## src/rtl/tune_pkg.sv

```systemverilog
// Shared types and constants for the melody sequencer.
// Note codes, half-period table, FSM states, ROM entry layout.
package tune_pkg;

  typedef enum logic [2:0] {
    REST, A4, B4, C5, D5, E5, F5, G5
  } note_e;

  typedef enum logic [2:0] {
    IDLE, FETCH, LOAD, PLAY, GAP
  } state_e;

  localparam int NOTE_W  = 3;
  localparam int DUR_W   = 5;
  localparam int ENTRY_W = NOTE_W + DUR_W;

  localparam logic [ENTRY_W-1:0] END_MARK = '0;

  // 25 MHz / f / 2, truncated
  localparam logic [15:0] HP_A4 = 16'd28409;
  localparam logic [15:0] HP_B4 = 16'd25303;
  localparam logic [15:0] HP_C5 = 16'd23900;
  localparam logic [15:0] HP_D5 = 16'd21294;
  localparam logic [15:0] HP_E5 = 16'd18968;
  localparam logic [15:0] HP_F5 = 16'd17908;
  localparam logic [15:0] HP_G5 = 16'd15964;

  function automatic logic [15:0] note_period(input note_e n);
    logic [15:0] p;
    p = 16'd0;
    case (n)
      A4:      p = HP_A4;
      B4:      p = HP_B4;
      C5:      p = HP_C5;
      D5:      p = HP_D5;
      E5:      p = HP_E5;
      F5:      p = HP_F5;
      G5:      p = HP_G5;
      default: p = 16'd0;
    endcase
    return p;
  endfunction

endpackage

```

## src/rtl/melody_rom.sv

```systemverilog
// Melody storage, one entry per address.
// Synchronous read, data valid one cycle after addr.
module melody_rom
  import tune_pkg::*;
#(
  parameter int DEPTH = 32,
  parameter int AW    = $clog2(DEPTH),
  parameter logic [DEPTH*ENTRY_W-1:0] INIT = '0
) (
  input  logic                 clk_25mhz,
  input  logic [AW-1:0]        addr,
  output logic [ENTRY_W-1:0]   data
);

  logic [ENTRY_W-1:0] mem [DEPTH];

  // Unpack the flat contents; entry i sits at bits [8i +: 8]
  always_comb begin
    for (int i = 0; i < DEPTH; i++) begin
      mem[i] = INIT[i*ENTRY_W +: ENTRY_W];
    end
  end

  // Registered read port
  always_ff @(posedge clk_25mhz) begin
    data <= mem[addr];
  end

endmodule

```

## src/rtl/tune_sequencer.sv

```systemverilog
// Melody sequencer and key arbiter for the tone generator.
// Held keys preempt the melody, which freezes and resumes.
module tune_sequencer
  import tune_pkg::*;
#(
  parameter int BEAT_CYCLES = 3125000,
  parameter int GAP_CYCLES  = 250000,
  parameter int ROM_DEPTH   = 32,
  parameter logic [ROM_DEPTH*ENTRY_W-1:0] ROM_INIT =
    {{(ROM_DEPTH-4){8'h00}}, 8'h01, 8'hA2, 8'h81, 8'h61}
) (
  input  logic                         clk_25mhz,
  input  logic                         reset,
  input  logic                         start,
  input  logic                         stop,
  input  logic                         loop,
  input  logic [6:0]                   keys,
  output logic [15:0]                  half_period,
  output logic                         tone_en,
  output logic                         source,
  output logic                         busy,
  output logic [$clog2(ROM_DEPTH)-1:0] pos
);

  localparam int AW = $clog2(ROM_DEPTH);
  localparam int BW = $clog2(BEAT_CYCLES + 1);
  localparam int GW = $clog2(GAP_CYCLES + 1);

  state_e           state, state_n;
  note_e            note, note_n, key_note;
  logic [AW-1:0]    pos_n;
  logic [DUR_W-1:0] dur_left, dur_n;
  logic [BW-1:0]    beat_cnt, beat_n;
  logic [GW-1:0]    gap_cnt, gap_n;
  logic [ENTRY_W-1:0] rom_data;
  logic [15:0]      hp_n;
  logic             ten_n, src_n, busy_n, key_any;

  melody_rom #(
    .DEPTH (ROM_DEPTH),
    .AW    (AW),
    .INIT  (ROM_INIT)
  ) u_rom (
    .clk_25mhz (clk_25mhz),
    .addr      (pos),
    .data      (rom_data)
  );

  // Highest-index pressed key wins; keys[i] maps to note 7-i
  always_comb begin
    key_note = REST;
    for (int i = 0; i < 7; i++) begin
      if (keys[i]) key_note = note_e'(3'(7 - i));
    end
  end

  assign key_any = |keys;

  // State, counters and registered outputs
  always_ff @(posedge clk_25mhz) begin
    if (reset) begin
      state       <= IDLE;
      note        <= REST;
      pos         <= '0;
      dur_left    <= '0;
      beat_cnt    <= '0;
      gap_cnt     <= '0;
      half_period <= '0;
      tone_en     <= 1'b0;
      source      <= 1'b0;
      busy        <= 1'b0;
    end else begin
      state       <= state_n;
      note        <= note_n;
      pos         <= pos_n;
      dur_left    <= dur_n;
      beat_cnt    <= beat_n;
      gap_cnt     <= gap_n;
      half_period <= hp_n;
      tone_en     <= ten_n;
      source      <= src_n;
      busy        <= busy_n;
    end
  end

  // Next state; a held key freezes everything except stop
  always_comb begin
    state_n = state;
    note_n  = note;
    pos_n   = pos;
    dur_n   = dur_left;
    beat_n  = beat_cnt;
    gap_n   = gap_cnt;
    if (stop) begin
      state_n = IDLE;
      pos_n   = '0;
    end else if (!key_any) begin
      case (state)
        IDLE: begin
          if (start) begin
            state_n = FETCH;
            pos_n   = '0;
          end
        end
        FETCH: state_n = LOAD;
        LOAD: begin
          if (rom_data == END_MARK) begin
            if (loop) begin
              pos_n   = '0;
              state_n = FETCH;
            end else begin
              state_n = IDLE;
            end
          end else begin
            note_n  = note_e'(rom_data[ENTRY_W-1 -: NOTE_W]);
            dur_n   = rom_data[DUR_W-1:0];
            if (dur_n == '0) dur_n = DUR_W'(1);
            beat_n  = BW'(BEAT_CYCLES - 1);
            state_n = PLAY;
          end
        end
        PLAY: begin
          if (beat_cnt == '0) begin
            beat_n = BW'(BEAT_CYCLES - 1);
            dur_n  = dur_left - DUR_W'(1);
            if (dur_left == DUR_W'(1)) begin
              gap_n   = GW'(GAP_CYCLES - 1);
              state_n = GAP;
            end
          end else begin
            beat_n = beat_cnt - BW'(1);
          end
        end
        GAP: begin
          if (gap_cnt == '0) begin
            pos_n   = pos + AW'(1);
            state_n = FETCH;
          end else begin
            gap_n = gap_cnt - GW'(1);
          end
        end
        default: state_n = IDLE;
      endcase
    end
  end

  // Output values for the next cycle; silence holds the period
  always_comb begin
    hp_n   = half_period;
    ten_n  = 1'b0;
    src_n  = key_any;
    busy_n = (state_n != IDLE);
    if (key_any) begin
      ten_n = 1'b1;
      hp_n  = note_period(key_note);
    end else if (state_n == PLAY && note_n != REST) begin
      ten_n = 1'b1;
      hp_n  = note_period(note_n);
    end
  end

endmodule

```

## config.mk

```make
export PLATFORM = sky130hd
export DESIGN_NAME = tune_sequencer
export DESIGN_NICKNAME = d
export VERILOG_FILES = /design/src/rtl/tune_pkg.sv /design/src/rtl/melody_rom.sv /design/src/rtl/tune_sequencer.sv
export SDC_FILE = /design/constraint.sdc
export NUM_CORES = 1
export LEC_CHECK = 0
export CELL_PAD_IN_SITES_DETAIL_PLACEMENT = 1
export CELL_PAD_IN_SITES_GLOBAL_PLACEMENT = 1
export CORE_MARGIN = 2
export CORE_UTILIZATION = 39
export DETAILED_ROUTE_END_ITERATION = 7
export PLACE_DENSITY = 0.72
export SETUP_SLACK_MARGIN = 0.5
export SLEW_MARGIN = 0
export SYNTH_ARGS = -nofsm -noshare
export SYNTH_HDL_FRONTEND = slang
export SYNTH_SLANG_ARGS = --single-unit
```

## constraint.sdc

```tcl
create_clock -name clk_25mhz -period 2.3 [get_ports clk_25mhz]
set_input_delay 0.345 -clock clk_25mhz [delete_from_list [all_inputs] [get_ports clk_25mhz]]
set_output_delay 0.345 -clock clk_25mhz [all_outputs]
set_load 0.02 [all_outputs]
```

# Word-level counts from Yosys, hierarchy flattened
# Memory sizes are Yosys's and may differ from the RTL's. A register that Yosys moved wholly into a read port is not among the register bits.
# Index checks and enable logic that the tools add are counted.
[totals]
in_bits = 12
out_inout_bits = 24
wordCells = 106
romBits = 256
latchBits = 0
mem_count = 1
ramBits = 0
ff_bits = 75
[mem_list]
columns = ["name", "depth", "word_bits", "rd", "rd_ports_with_merged_regs", "wr", "line", "text"]
rows = [
  ["(no name shown)", 32, 8, 1, 1, 0, "melody_rom.sv:26", "data <= mem[addr];"],
]
[classes]
eq_ne = 28
n_mul = 0
n_mux = 42
order_cmp = 0
n_div = 0
bitwise = 3
reduce_logical = 18
n_shift = 0
n_addsub = 4
[op_table]
columns = ["operator", "count"]
rows = [
  ["15-bit case mux with 7 select lines", 2],
  ["18-bit 2-to-1 mux", 3],
  ["3-bit 2-to-1 mux", 18],
  ["22-bit 2-to-1 mux", 2],
  ["22-bit case mux with 2 select lines", 1],
  ["18-bit case mux with 2 select lines", 1],
  ["5-bit 2-to-1 mux", 7],
  ["16-bit 2-to-1 mux", 2],
  ["3-bit equality test, second input constant", 9],
  ["22-bit zero test", 1],
  ["22-bit by 1-bit subtractor with 22-bit output, second input constant", 1],
  ["3-bit by 2-bit equality test with 1-bit output, second input constant", 7],
  ["18-bit zero test", 1],
  ["18-bit by 1-bit subtractor with 18-bit output, second input constant", 1],
  ["2-bit != test, second input constant", 8],
  ["3-bit case mux with 5 select lines", 1],
  ["5-bit case mux with 3 select lines", 1],
  ["6-bit AND reduction", 2],
  ["5-bit case mux with 2 select lines", 1],
  ["3-bit by 1-bit equality test with 1-bit output, second input constant", 3],
  ["3-bit nonzero test", 3],
  ["8-bit zero test", 1],
  ["7-bit OR reduction", 1],
  ["5-bit NOT with 6-bit output", 1],
  ["other kinds (12)", 17],
]

# Logic depth before layout (Yosys ltp)
[logic_depth]
word_depth = 10
depth_mapped = 11
mapped_depth_nobuf = 9

# Hierarchy
# A second synthesis with hierarchy kept.
[hier_totals]
hier_cells = 497
hier_area_um2 = 4144.0
[modules_own_cells]
columns = ["mod", "n_inst", "area_per_inst_um2", "cells_per_inst", "seq_area_each_um2"]
rows = [
  ["tune_sequencer", 1, 3928.8, 476, 1481.4],
  ["melody_rom", 1, 215.2, 21, 100.1],
]

# Least setup slack after synthesis
# Ideal clock, no wire load.
[synth_path]
kind = "register to register"
from = "register beat_cnt[0]"
to = "register half_period[8]"
synth_period_minus_slack_ps = 2438
arrival_time_ps = 2305
path_buffers = 1
setup_time_ps = 133
path_slack_ps = -138
t_required_ps = 2167
stages_incl_launch_ff = 11
path_cell_list = "dfxtp_1 -> inv_1 -> ha_1 -> or3b_2 -> nor4_2 -> a311oi_1 -> or3_1 -> o21a_1 -> buf_4 -> o21ai_0 -> nor3_1"
[synth_between]
elab_chain_cells = 8
[synth_rtl]
columns = ["element", "line", "text"]
rows = [
  ["start: declaration", "tune_sequencer.sv:33", "logic [BW-1:0] beat_cnt, beat_n;"],
  ["start signal: assignment", "tune_sequencer.sv:77", "beat_cnt <= beat_n;"],
  ["22-bit zero test", "tune_sequencer.sv:123", "if (beat_cnt == '0) begin"],
  ["3-bit 2-to-1 mux", "tune_sequencer.sv:123", ""],
  ["3-bit case mux with 5 select lines", "tune_sequencer.sv:98", "case (state)"],
  ["3-bit 2-to-1 mux", "tune_sequencer.sv:97", "end else if (!key_any) begin"],
  ["3-bit 2-to-1 mux", "tune_sequencer.sv:94", "if (stop) begin"],
  ["3-bit by 2-bit equality test with 1-bit output", "tune_sequencer.sv:156", "end else if (state_n == PLAY && note_n != REST) begin"],
  ["1-bit logical AND", "tune_sequencer.sv:156", ""],
  ["2-bit nonzero test (no line)", "n/a", ""],
  ["end signal: assignment", "tune_sequencer.sv:79", "half_period <= hp_n;"],
  ["end: declaration", "tune_sequencer.sv:18", "output logic [15:0] half_period,"],
]
# No other way between the ends.
# A chain may end at the register's enable or synchronous reset.

# Worst setup path after layout
[layout_path]
from = "register gap_cnt[12]"
to = "register half_period[9]"
[layout_between]
elab_chain_cells = 8
[layout_rtl]
columns = ["element", "line", "text"]
rows = [
  ["start: declaration", "tune_sequencer.sv:34", "logic [GW-1:0] gap_cnt, gap_n;"],
  ["start signal: assignment", "tune_sequencer.sv:78", "gap_cnt <= gap_n;"],
  ["18-bit zero test", "tune_sequencer.sv:135", "if (gap_cnt == '0) begin"],
  ["3-bit 2-to-1 mux", "tune_sequencer.sv:135", ""],
  ["3-bit case mux with 5 select lines", "tune_sequencer.sv:98", ""],
  ["3-bit 2-to-1 mux", "tune_sequencer.sv:97", ""],
  ["3-bit 2-to-1 mux", "tune_sequencer.sv:94", ""],
  ["3-bit by 2-bit equality test with 1-bit output", "tune_sequencer.sv:156", ""],
  ["1-bit logical AND", "tune_sequencer.sv:156", ""],
  ["2-bit nonzero test (no line)", "n/a", ""],
]
# No other way between the ends.

==> impl_metrics.json <==
{
  "rsz0062_at_grt": "true",
  "ios": 36,
  "grt-ovfl-total": 0,
  "drtIter0Drc": 407,
  "worst_pin_slew_ps": 797,
  "postRouteWirelength_mm": 22.6,
  "worstPathMaxFanout": 6,
  "fmaxAchievable_ghz": 0.349,
  "vdd_drop_max_mv": 0.320,
  "drt-pass1-iter-count": 6,
  "holdPathStages": 2,
  "grt_pass1_wl_mm": 29.1,
  "gp_congestion": 0.889,
  "yosysWarnings": 0,
  "syn_inst": 501,
  "fin_skew_ps": 11.2,
  "synthToLayoutAreaGrowth_pct": 74.0,
  "cts_hold_buf": 0,
  "avgSynthCellArea_um2": 8.25,
  "maxSlewViolCount": 0,
  "synth_cell_types": 60,
  "ff2ff_path_depth": 7,
  "finalSetupViolations": 47,
  "antenna_found_initial": 1,
  "ff_latch_area_mm2": 0.00159,
  "hold_violations": 0,
  "start_util_pct": 40.0,
  "slew_headroom_pct": 46.8,
  "dieArea_mm2": 0.0114,
  "ys_seq_area_share_pct": 38.3,
  "slowest_stage": "or4_4",
  "synth_area_leaders": "dfxtp_1, nor2_1, a21oi_1",
  "fp.dieW_um": 107,
  "drv_cap": 0,
  "synth_nets": 521,
  "grt_max_degree": 16,
  "syn_area_mm2": 0.00413,
  "cts.htree.levels": 3,
  "path_class": "reg2reg",
  "path_cells": "or4_4 > nor3_4 > nand4_1 > a32oi_4 > o21ai_4 > nor4_2 > a21oi_1",
  "drc": 0,
  "numCtsBuffers": 9,
  "numClockSinks": 79,
  "fin_crit_sh_pct": 124,
  "multi_input_area_mm2": 0.00333,
  "setup_tns_ps": -13440,
  "cp.arrival_ps": 3110,
  "nFillCells": 1122,
  "synth_area_leader_cell": "dfxtp_1",
  "hold_slack_ps": 510,
  "violations": "negative setup slack",
  "drive_gt1_share_pct": 51.4,
  "finish.net_count": 718,
  "core_area_mm2": 0.0103,
  "hold_class": "reg2reg",
  "tritoncts": "built",
  "cts_root_buf": "clkbuf_8",
  "wl_per_cell_um": 27.0,
  "fin_crit_ps": 2860,
  "powerDensity_mw_per_mm2": 408,
  "max_stage_delay_ps": 570,
  "drtAntennaViolNets": 0,
  "path_clk_slew_ps": 90,
  "yosys.area.top_type_share_pct": 38.3,
  "critPathRequiredTime_ps": 2550,
  "yosysMostFrequentCell": "dfxtp_1",
  "dominantRegCellSynth": "dfxtp_1",
  "synth_seq_cells": 79,
  "num_rows": 37,
  "vias_per_cell": 6.33,
  "postSynth.asyncResetShare_pct": 0,
  "p_leak_uw": 0.00280,
  "dp_slack_ps": -644,
  "setup_slack_ps": -563,
  "total_power_uw": 2930,
  "dp_hpwl_mm": 10.8,
  "status": "finished with violations",
  "port_buffers": 34,
  "fp.dieH_um": 107,
  "cts_max_path_buffers": 2,
  "synth_common_cells": "dfxtp_1, nor2_1, a21oi_1",
  "track_usage_pct": 33.2,
  "critPathCaptureType": "register",
  "synth-edff-count": 0,
  "clk_latency_ps": 380,
  "grt_pass1_vias": 5360,
  "via_count": 5310,
  "start_kind": "register"
}
-- cells in the final DEF, fill, tap and decap left out, drive strengths merged, types with 13 or more instances in the layout --
cell	n
a21oi	45
buf	177
clkbuf	13
clkdlybuf4s50	20
dfxtp	79
nand2	23
nand3	20
nor2	70
nor3	32
nor4	13
o21ai	24
xnor2	16
xor2	17
-- critical path, delay by kind of cell, from the launching register on --
kind / cells / cell delay (ps)
simple gates: 4 / 1610
compound gates: 3 / 780
flops: 1 / 330
-- logic make-up after synthesis --
family | share of synthesized area [%]
flip-flops | 38.3
multiplexers | 0.242
other | 0.0907
AND/OR/NAND/NOR | 31.6
adder cells (fa/ha/maj) | 2.42
buffers and inverters | 3.42
XOR/XNOR | 6.99
AO/OA/AOI/OAI | 17.0
-- stage by stage --
stage	util, %	area, um2	cells
floorplan	-	4380	501
global placement	56.1	5790	783
detailed placement	56.1	5790	783
CTS	65.3	6740	823
global route	69.6	7190	838
finish	69.7	7190	839
-- what timing repair did --
item | 4_1_cts | 5_1_grt
cloned | 1 | 0
setup endpoints to repair | 75 | 73
resized for setup | 152 | 74
pin swaps | 61 | 40
setup buffers | 24 | 15
-- flip-flops by register name, indices dropped and copies added (netlist names), 3 cells and up --
signal and cells:
beat_cnt 22, dur_left 5, gap_cnt 18, half_period 15
note 3, pos 5, state 3, u_rom.data 5
-- where the power goes --
group / switching, uW / internal [uW] / leakage, uW
logic: 187 / 144 / 0.00205
registers: 19.4 / 1390 / 0.000645
clock network: 579 / 616 / 0.000108
total: 785 / 2150 / 0.00280
-- layout make-up --
class,count,area share (%)
diodes,1,0.0348
clock buffers,13,2.49
clock inverters,2,0.522
inverters,13,0.731
multi-input cells,388,46.3
flip-flops and latches,79,22.2
well taps,136,2.37
repair buffers,207,25.4
-- per-layer routing --
| layer | track usage [%] | part of all wire [%] |
|---|---|---|
| met2 | 58.5 | 49 |
| met1 | 38.2 | 38 |
| met5 | 0 | 0 |
| met3 | 7.11 | 6.3 |
| met4 | 16.0 | 6.6 |
-- final timing paths --
path                                 endpoint  slack, ps                        start
setup / recovery  half_period[9]$_SDFFE_PP0P_       -560     gap_cnt[12]$_SDFFE_PP0P_
hold / removal    half_period[5]$_SDFFE_PP0P_        510  half_period[5]$_SDFFE_PP0P_
setup reg to reg  half_period[9]$_SDFFE_PP0P_       -560     gap_cnt[12]$_SDFFE_PP0P_
hold reg to reg   half_period[5]$_SDFFE_PP0P_        510  half_period[5]$_SDFFE_PP0P_
No activity file was read; power rests on OpenSTA's default activity.
